[config.mk]
export PLATFORM = sky130hd
export DESIGN_NAME = uart_rx
export DESIGN_NICKNAME = d
export VERILOG_FILES = /design/src/rtl/uart_pkg.sv /design/src/rtl/uart_baud_tick.sv /design/src/rtl/uart_rx.sv
export SDC_FILE = /design/constraint.sdc
export NUM_CORES = 1
export LEC_CHECK = 0
export BUFFER_PORTS_ARGS = -buffer_cell sky130_fd_sc_hd__buf_4
export CAP_MARGIN = 10
export CORE_AREA = 4 4 92 94
export CTS_BUF_LIST = sky130_fd_sc_hd__clkbuf_8 sky130_fd_sc_hd__clkbuf_16
export DETAILED_ROUTE_END_ITERATION = 8
export DIE_AREA = 0 0 96 98
export PLACE_DENSITY = 0.54
export SKIP_LAST_GASP = 1
export SLEW_MARGIN = 20
export SYNTH_ARGS = -nofsm -noshare
export SYNTH_HDL_FRONTEND = slang
export SYNTH_SLANG_ARGS = --single-unit
[constraint.sdc]
create_clock -name sys_clk_i -period 3.5 [get_ports sys_clk_i]
set_input_delay 0.7 -clock sys_clk_i [delete_from_list [all_inputs] [get_ports sys_clk_i]]
set_output_delay 0.7 -clock sys_clk_i [all_outputs]
set_load 0.05 [all_outputs]
[src/rtl/uart_pkg.sv]
// ---------------------------------------------------------------------------
// uart_pkg
//   Shared definitions for the debug/console UART: default clocking and line
//   rate, 8N1 frame constants, and the receiver state encoding. Imported by
//   the receiver, its baud tick generator and the existing transmitter.
// ---------------------------------------------------------------------------
package uart_pkg;

  // Default system clock, line rate and oversampling factor
  localparam int CLK_HZ_DEF = 100_000_000;
  localparam int BAUD_DEF   = 115_200;
  localparam int OVS_DEF    = 16;

  // Frame format: 1 start bit, DATA_BITS data bits LSB-first, STOP_BITS stop
  localparam int DATA_BITS  = 8;
  localparam int STOP_BITS  = 1;

  typedef enum logic [1:0] {
    RX_IDLE  = 2'd0,
    RX_START = 2'd1,
    RX_DATA  = 2'd2,
    RX_STOP  = 2'd3
  } uart_rx_state_t;

endpackage : uart_pkg

[src/rtl/uart_baud_tick.sv]
// ---------------------------------------------------------------------------
// uart_baud_tick
//   Fractional oversampling tick generator. Every clock the accumulator adds
//   BAUD*OVS; when it reaches CLK_HZ it wraps by subtracting CLK_HZ and emits
//   a one-cycle tick. The remainder carries over, so the mean tick period is
//   exactly CLK_HZ/(BAUD*OVS) cycles with no long-term drift.
//
// Ports
//   sys_clk_i   in   system clock
//   sys_rstn_i  in   asynchronous active-low reset
//   clr_i       in   synchronous clear of the accumulator (phase alignment)
//   tick_o      out  one-cycle pulse at BAUD*OVS average rate
// ---------------------------------------------------------------------------
module uart_baud_tick
  import uart_pkg::*;
#(
  parameter int CLK_HZ = CLK_HZ_DEF,
  parameter int BAUD   = BAUD_DEF,
  parameter int OVS    = OVS_DEF
) (
  input  logic sys_clk_i,
  input  logic sys_rstn_i,
  input  logic clr_i,
  output logic tick_o
);

  // acc stays below CLK_HZ, so acc + increment stays below CLK_HZ + BAUD*OVS;
  // 27 bits for the 100 MHz / 115200 / 16 configuration.
  localparam int ACC_W = $clog2(CLK_HZ + BAUD * OVS);

  localparam logic [ACC_W-1:0] ACC_INC = ACC_W'(BAUD * OVS);
  localparam logic [ACC_W-1:0] ACC_LIM = ACC_W'(CLK_HZ);

  logic [ACC_W-1:0] r_acc;
  logic             r_tick;
  logic [ACC_W-1:0] w_acc_nxt;

  assign w_acc_nxt = r_acc + ACC_INC;

  always_ff @(posedge sys_clk_i or negedge sys_rstn_i) begin
    if (!sys_rstn_i) begin
      r_acc  <= '0;
      r_tick <= 1'b0;
    end else if (clr_i) begin
      r_acc  <= '0;
      r_tick <= 1'b0;
    end else if (w_acc_nxt >= ACC_LIM) begin
      r_acc  <= w_acc_nxt - ACC_LIM;
      r_tick <= 1'b1;
    end else begin
      r_acc  <= w_acc_nxt;
      r_tick <= 1'b0;
    end
  end

  assign tick_o = r_tick;

endmodule : uart_baud_tick

[src/rtl/uart_rx.sv]
// ---------------------------------------------------------------------------
// uart_rx
//   8N1 serial receiver with OVS-times oversampling and mid-bit sampling.
//   The asynchronous line is synchronised, a falling edge in IDLE starts a
//   frame and re-phases the tick generator, the start bit is re-checked at
//   its middle (glitch rejection), data bits are sampled every OVS ticks
//   after that, and the stop bit decides between a valid byte and a framing
//   error. The FSM returns to IDLE at mid-stop-bit so back-to-back frames are
//   not lost.
//
// Ports
//   sys_clk_i         in   system clock
//   sys_rstn_i        in   asynchronous active-low reset
//   uart_rx_i         in   serial line, asynchronous, idle high
//   uart_dat_o        out  last good byte, held until the next good byte
//   uart_valid_o      out  one-cycle pulse, uart_dat_o just updated
//   uart_frame_err_o  out  one-cycle pulse, stop bit sampled low
//   uart_busy_o       out  high while a frame is being received
//
// States
//   state     | meaning
//   ----------+--------------------------------------------------------------
//   RX_IDLE   | line idle, waiting for a falling edge on the synchronised rx
//   RX_START  | counting to mid start bit, then confirm low or reject glitch
//   RX_DATA   | sampling DATA_BITS data bits at their middles, LSB first
//   RX_STOP   | sampling stop bit(s) at their middles, then report
// ---------------------------------------------------------------------------
module uart_rx
  import uart_pkg::*;
#(
  parameter int CLK_HZ = CLK_HZ_DEF,
  parameter int BAUD   = BAUD_DEF,
  parameter int OVS    = OVS_DEF
) (
  input  logic       sys_clk_i,
  input  logic       sys_rstn_i,
  input  logic       uart_rx_i,
  output logic [7:0] uart_dat_o,
  output logic       uart_valid_o,
  output logic       uart_frame_err_o,
  output logic       uart_busy_o
);

  localparam int TW = $clog2(OVS);

  // Tick counter terminal values: OVS/2 ticks reach mid start bit, OVS ticks
  // step from one bit middle to the next.
  localparam logic [TW-1:0] T_HALF_LAST = TW'(OVS / 2 - 1);
  localparam logic [TW-1:0] T_FULL_LAST = TW'(OVS - 1);

  localparam logic [2:0] B_DATA_LAST = 3'(DATA_BITS - 1);
  localparam logic [2:0] B_STOP_LAST = 3'(STOP_BITS - 1);

  // -------------------------------------------------------------------------
  // Input conditioning
  // -------------------------------------------------------------------------
  logic r_rx_meta;
  logic r_rx_s;
  logic r_rx_d;
  logic w_fall;

  // Flops reset to the idle level so release of reset never looks like a
  // start edge.
  always_ff @(posedge sys_clk_i or negedge sys_rstn_i) begin
    if (!sys_rstn_i) begin
      r_rx_meta <= 1'b1;
      r_rx_s    <= 1'b1;
      r_rx_d    <= 1'b1;
    end else begin
      r_rx_meta <= uart_rx_i;
      r_rx_s    <= r_rx_meta;
      r_rx_d    <= r_rx_s;
    end
  end

  assign w_fall = r_rx_d & ~r_rx_s;

  // -------------------------------------------------------------------------
  // Tick generator, phase-aligned to the detected start edge
  // -------------------------------------------------------------------------
  uart_rx_state_t r_state;
  logic           w_tick;
  logic           w_tick_clr;

  assign w_tick_clr = (r_state == RX_IDLE) && w_fall;

  uart_baud_tick #(
    .CLK_HZ (CLK_HZ),
    .BAUD   (BAUD),
    .OVS    (OVS)
  ) u_baud_tick (
    .sys_clk_i  (sys_clk_i),
    .sys_rstn_i (sys_rstn_i),
    .clr_i      (w_tick_clr),
    .tick_o     (w_tick)
  );

  // -------------------------------------------------------------------------
  // Receive FSM with registered outputs
  // -------------------------------------------------------------------------
  logic [TW-1:0] r_tcnt;
  logic [2:0]    r_bcnt;
  logic [7:0]    r_shift;
  logic [7:0]    r_dat;
  logic          r_valid;
  logic          r_frame_err;
  logic          r_busy;

  always_ff @(posedge sys_clk_i or negedge sys_rstn_i) begin
    if (!sys_rstn_i) begin
      r_state     <= RX_IDLE;
      r_tcnt      <= '0;
      r_bcnt      <= '0;
      r_shift     <= '0;
      r_dat       <= '0;
      r_valid     <= 1'b0;
      r_frame_err <= 1'b0;
      r_busy      <= 1'b0;
    end else begin
      r_valid     <= 1'b0;
      r_frame_err <= 1'b0;

      case (r_state)
        RX_IDLE: begin
          if (w_fall) begin
            r_state <= RX_START;
            r_tcnt  <= '0;
            r_busy  <= 1'b1;
          end
        end

        RX_START: begin
          if (w_tick) begin
            if (r_tcnt == T_HALF_LAST) begin
              if (!r_rx_s) begin
                r_state <= RX_DATA;
                r_tcnt  <= '0;
                r_bcnt  <= '0;
              end else begin
                // Line already back high at mid start bit: treat as noise.
                r_state <= RX_IDLE;
                r_busy  <= 1'b0;
              end
            end else begin
              r_tcnt <= r_tcnt + 1'b1;
            end
          end
        end

        RX_DATA: begin
          if (w_tick) begin
            if (r_tcnt == T_FULL_LAST) begin
              r_tcnt  <= '0;
              r_shift <= {r_rx_s, r_shift[7:1]};
              if (r_bcnt == B_DATA_LAST) begin
                r_bcnt  <= '0;
                r_state <= RX_STOP;
              end else begin
                r_bcnt <= r_bcnt + 1'b1;
              end
            end else begin
              r_tcnt <= r_tcnt + 1'b1;
            end
          end
        end

        RX_STOP: begin
          if (w_tick) begin
            if (r_tcnt == T_FULL_LAST) begin
              r_tcnt <= '0;
              if (!r_rx_s) begin
                r_frame_err <= 1'b1;
                r_state     <= RX_IDLE;
                r_busy      <= 1'b0;
              end else if (r_bcnt == B_STOP_LAST) begin
                // Leave at mid stop bit so a following start edge is caught.
                r_dat   <= r_shift;
                r_valid <= 1'b1;
                r_state <= RX_IDLE;
                r_busy  <= 1'b0;
              end else begin
                r_bcnt <= r_bcnt + 1'b1;
              end
            end else begin
              r_tcnt <= r_tcnt + 1'b1;
            end
          end
        end

        default: begin
          r_state <= RX_IDLE;
          r_busy  <= 1'b0;
        end
      endcase
    end
  end

  assign uart_dat_o       = r_dat;
  assign uart_valid_o     = r_valid;
  assign uart_frame_err_o = r_frame_err;
  assign uart_busy_o      = r_busy;

endmodule : uart_rx
Word-level counts from Yosys, hierarchy flattened
Index checks and enable logic that the tools add are counted.
{"block": "totals", "ff_bits": 59, "in_bits": 3, "out_inout_bits": 11, "wordCells": 105}
{"block": "op_classes", "n_addsub": 4, "order_cmp": 1, "eq_ne": 21, "n_mux": 52, "bitwise": 2, "reduce_logical": 12}
{"op": "$mux 27", "n": 2}
{"op": "$mux 3", "n": 10}
{"op": "$add 27x21->27 const B", "n": 1}
{"op": "$ge 27x27->1 const B", "n": 1}
{"op": "$sub 27x27->27 const B", "n": 1}
{"op": "$mux 4", "n": 6}
{"op": "$mux 2", "n": 11}
{"op": "$mux 1", "n": 19}
{"op": "$ne 2x2->1 const B", "n": 9}
{"op": "$pmux 4 s3", "n": 1}
{"op": "$reduce_and 10->1", "n": 1}
{"op": "$pmux 3 s3", "n": 1}
{"op": "$reduce_and 9->1", "n": 1}
{"op": "$ne 2x1->1 const B", "n": 4}
{"op": "$pmux 2 s4", "n": 1}
{"op": "$reduce_and 8->1", "n": 1}
{"op": "$ne 3x3->1 const B", "n": 2}
{"op": "$reduce_bool 3->1", "n": 2}
{"op": "$reduce_and 5->1", "n": 1}
{"op": "$add 4x1->4 const B", "n": 1}
{"op": "$eq 2x2->1 const B", "n": 2}
{"op": "$eq 4x3->1 const B", "n": 1}
{"op": "$eq 4x4->1 const B", "n": 1}
{"op": "$reduce_and 4->1", "n": 1}
{"op": "other kinds (11)", "n": 11}

Depth between registers and ports, before layout
{"block": "logic_depth", "depth_word": 6, "ltp_mapped": 10, "depth_no_buf": 9}

Hierarchy
A second synthesis with hierarchy kept.
{"block": "hier_totals", "hier_cells": 278, "hier_area_um2": 2977.9}
{"mod": "uart_baud_tick", "n_inst": 1, "cells_each": 171, "area_each_um2": 1584.0, "seq_area_each_um2": 500.5}
{"mod": "uart_rx", "n_inst": 1, "cells_each": 107, "area_each_um2": 1393.8, "seq_area_each_um2": 779.5}

Least setup slack after synthesis
No wires, ideal clock.
{"block": "synth_timing", "path_type": "reg-to-reg", "startpoint": "reg u_baud_tick.r_acc[13]", "endpoint": "reg u_baud_tick.r_acc[10]", "setup_time_ns": 0.120, "arrival_time_ns": 2.172, "t_required_ns": 3.380, "path_slack_ns": 1.208, "stages_incl_launch_ff": 10, "n_path_buf": 1, "cell_sequence": "dfrtp_1 -> ha_1 -> xnor2_1 -> a211o_1 -> a211oi_2 -> o32ai_4 -> o21ai_4 -> buf_6 -> a31oi_1 -> a41o_1"}
{"block": "synth_via", "elab_chain_len": 4}
{"item": "from (decl)", "line": "uart_baud_tick.sv:34", "source": "logic [ACC_W-1:0] r_acc;"}
{"item": "from (signal assigned)", "line": "uart_baud_tick.sv:48", "source": "r_acc <= w_acc_nxt - ACC_LIM;"}
{"item": "from (signal assigned)", "line": "uart_baud_tick.sv:51", "source": "r_acc <= w_acc_nxt;"}
{"item": "$add 27x21->27", "line": "uart_baud_tick.sv:38", "source": "assign w_acc_nxt = r_acc + ACC_INC;"}
{"item": "$ge 27x27->1", "line": "uart_baud_tick.sv:47", "source": "end else if (w_acc_nxt >= ACC_LIM) begin"}
{"item": "$mux 27", "line": "uart_baud_tick.sv:47"}
{"item": "$mux 27", "line": "uart_baud_tick.sv:44", "source": "end else if (clr_i) begin"}
Every way passes these cells.
A chain may end at the register's enable or synchronous reset.

Worst setup path after layout
{"block": "layout_timing", "startpoint": "reg u_baud_tick.r_acc[13]", "endpoint": "reg u_baud_tick.r_acc[15]"}
{"block": "layout_via", "elab_chain_len": 4, "elab_cells_between_ends": 5, "cone_classes": "add/sub: 2; order compare: 1; mux: 2"}
{"item": "$add 27x21->27 *", "line": "uart_baud_tick.sv:38"}
{"item": "$sub 27x27->27 / $ge 27x27->1 (equally long branches)", "line": "uart_baud_tick.sv:48, uart_baud_tick.sv:47"}
{"item": "$mux 27 *", "line": "uart_baud_tick.sv:47"}
{"item": "$mux 27 *", "line": "uart_baud_tick.sv:44"}
Every way passes the cells marked *; elsewhere a longest branch is shown, timed or not.

==> results by group <==
Setup path
  – Element type at the critical path end: flip-flop
  – CP required: 3.70 ns
  – CP Launch Type: flip-flop
  – Worst Setup Path Type: reg -> reg
  – Max FO, Critical Path: 23
  – Crit path DAT: 3.11 ns

Power
  – Switching Fraction: 44.9%
  – Combinational Power Share: 44.2%
  – Final Power: 2.29 mW
  – Net switching power figure: 1.03 mW
  – Leakage: 1.46 nW
  – Sequential power share: 40.0%
  – Worst IR Drop VDD: 229 uV
  – Clock power share: 15.9%
  – Int Pwr: 1.26 mW
  – Cell Pwr Density: 706 mW/mm^2

Logic synthesis
  – Distinct cell type count after synthesis: 60
  – Simple-gate area share of the yosys netlist: 22.0%
  – Syn Nets: 313
  – Synth Area in Compound Gates: 15.5%
  – XOR/XNOR share of the synthesized area: 4.66%
  – Top_reg_cell synth: dfrtp_1
  – Post-synthesis cell area: 0.00298 mm^2
  – Number of synthesized flops with an enable pin: 0
  – Yosys warning total: 0
  – Adder-Cell Fraction of Synth Area: 3.36%
  – Sequential cell area fraction in the yosys report: 43.0%
  – Main combinational cell family by area after synthesis: simple AND/OR/NAND/NOR gates
  – Post-synth ARST share: 100%
  – Avg Cell Area, Syn: 9.86 um^2
  – Synth Register Bits: 51
  – Post-synthesis mux area share: 7.85%
  – Synthesized instance count: 302

Clock network
  – H-tree Lvls: 2
  – CTS buffer count: 5
  – Root buffer cell: clkbuf_8
  – # clock sinks: 51
  – Setup Buffers After CTS: 0
  – Worst-skew pair later-pin latency: 0.31 ns
  – Cts repair resizes: 0
  – CTS hold repair buffers: 0
  – Clk buf depth: 2
  – Clock slew at reported path FFs: 0.10 ns
  – CTS tree: yes

Floorplanning
  – Die area: 0.00941 mm^2
  – I/O Pins: 14
  – Die Width: 96 um
  – Die Y: 98 um
  – Initial Utilization: 39.0%
  – Core box area: 0.00765 mm^2
  – # rows: 32

Finish
  – Share of cells above drive strength 1: 19.6%
  – Most frequent cells in the layout: dfrtp_1 (48), nor2_1 (28), nand2_1 (24)
  – Commonest non-fill, non-tap cell in the layout: dfrtp_1
  – Area Overhead vs Synth: 8.82%
  – Storage element area: 0.00128 mm^2
  – Area of the multi-input gates: 0.00159 mm^2
  – Diodes inserted: 0
  – Layout Nets: 321
  – Fillers: 776
  – Final instance area: 0.00324 mm^2

Placement
  – Pre-CTS setup slack: 0.682 ns
  – GP Congestion: 0.852
  – DP Area: 0.00315 mm^2
  – Dpl hpwl: 4.19 mm
  – IO buf count: 13

Global route
  – Vias in the first global route: 2,133
  – Gr usage total: 13.7%
  – Total grt overflow: 0
  – Initial antenna violation count: 0
  – First-pass GRT wire length: 10.3 mm
  – Largest net degree at the start of global routing: 52

Timing
  – RSZ-0062 raised after global routing: no
  – Slew Viols, Final: 0
  – Setup TNS: 0 ns
  – Setup ws final: 0.593 ns
  – Hold Violations, Final: 0
  – Slew @ Worst Pin: 0.651 ns
  – Endpoints failing setup: 0
  – Slew Limit Headroom: 56.3%
  – Fin crit period: 2.91 ns
  – Layout Skew: 0.00993 ns
  – Tcrit/Tclk final: 83.1%
  – Fmax: 344 MHz

Route
  – Drt total wl: 5.95 mm
  – Detail Route Antenna Nets: 0
  – Via density: 5.39
  – Wire per inst: 14.4 um
  – DR DRC count: 0
  – Iteration count of the initial detailed-routing pass: 6
  – 1st-iter DRT viols: 104
  – Via count: 2,228

Hold path
  – Hold Path Class: reg -> reg

Status
  – Status: finished, final reports clean

Run
  – Max Cap Viol: 0
state kept, by name, indices dropped and copies added, names as in the netlist, 2 cells and up:
register and count:
u_baud_tick.r_acc 19, r_shift 8, uart_dat_o 8, r_tcnt 4
r_bcnt 3, r_state 2
routing by layer:
| layer | wire length, um | track usage (%) | part of all wire, % |
|---|---|---|---|
| met5 | 0 | 0 | 0 |
| met4 | 67 | 3.94 | 1.1 |
| met3 | 271 | 3.62 | 4.6 |
| met2 | 2880 | 21.4 | 48 |
| met1 | 2740 | 18.6 | 46 |
critical path: stages (launching register included):
cell and delay, ns:
dfrtp_1 0.50, ha_1 0.31, xor2_1 0.31, nand4_1 0.18, a211oi_2 0.34, o32ai_4 0.18
o21ai_4 0.50, nand4_1 0.19, mux2_2 0.30
cell type report:
cell class                      count  share of cell area [%]
Clock buffer                        5                    2.12
Multi-Input combinational cell    227                    49.1
Timing Repair Buffer               14                    3.24
Inverter                           11                    1.27
Clock inverter                      3                   0.810
Tap cell                          102                    3.94
Sequential cell                    51                    39.5
Yosys cell counts, drive strengths merged, types with 8 or more instances:
cell | instances | area share [%]
a21oi | 17 | 3.2
and3 | 9 | 1.9
clkbuf | 8 | 1.0
dfrtp | 48 | 40
ha | 8 | 3.4
inv | 11 | 1.4
mux2 | 19 | 7.2
nand2 | 25 | 3.2
nand3 | 11 | 2.0
nand4 | 13 | 2.7
nor2 | 28 | 3.5
nor3 | 10 | 2.2
o21ai | 13 | 2.7
xor2 | 9 | 2.6
logic make-up (layout without fill, tap and decap cells):
| family | Yosys count | after routing |
|---|---|---|
| AND/OR/NAND/NOR | 122 | 122 |
| XOR/XNOR | 15 | 15 |
| buffers and inverters | 24 | 33 |
| multiplexers | 21 | 21 |
| flip-flops | 51 | 51 |
| adder cells (fa/ha/maj) | 8 | 8 |
| AO/OA/AOI/OAI | 61 | 61 |
power by group through the flow:
stage	registers, mW	logic, mW	clock network (mW)
6_report	0.914	1.01	0.363
5_1_grt	0.941	1.13	0.414
4_1_cts	0.913	1.01	0.381
3_5_place_dp	0.923	1.01	0
3_3_place_gp	0.923	1.00	0
2_1_floorplan	0.838	0.908	0
final timing paths:
check                                           start               endpoint  slack, ns  depth (start not counted)
min in group asynchronous                  sys_rstn_i       uart_frame_err_o       0.42                          1
worst max register to register  u_baud_tick.r_acc[13]  u_baud_tick.r_acc[15]       0.59                          8
worst max-delay path            u_baud_tick.r_acc[13]  u_baud_tick.r_acc[15]       0.59                          8
worst min register to register              r_rx_meta                 r_rx_s       0.36                          0
worst min-delay path                        r_rx_meta                 r_rx_s       0.36                          0
max in group asynchronous                  sys_rstn_i  u_baud_tick.r_acc[12]       2.66                          1
metrics by stage:
stage / hold WS [ns] / util (%) / instances
after CTS: 0.365 / 42.4 / 413
after global placement: 0.345 / 41.1 / 405
after global routing: 0.372 / 42.4 / 413
after floorplan: 0.345 / - / 302
after detailed placement: 0.349 / 41.1 / 405
final: 0.363 / 42.4 / 413
(Power assumes the default switching activity.)
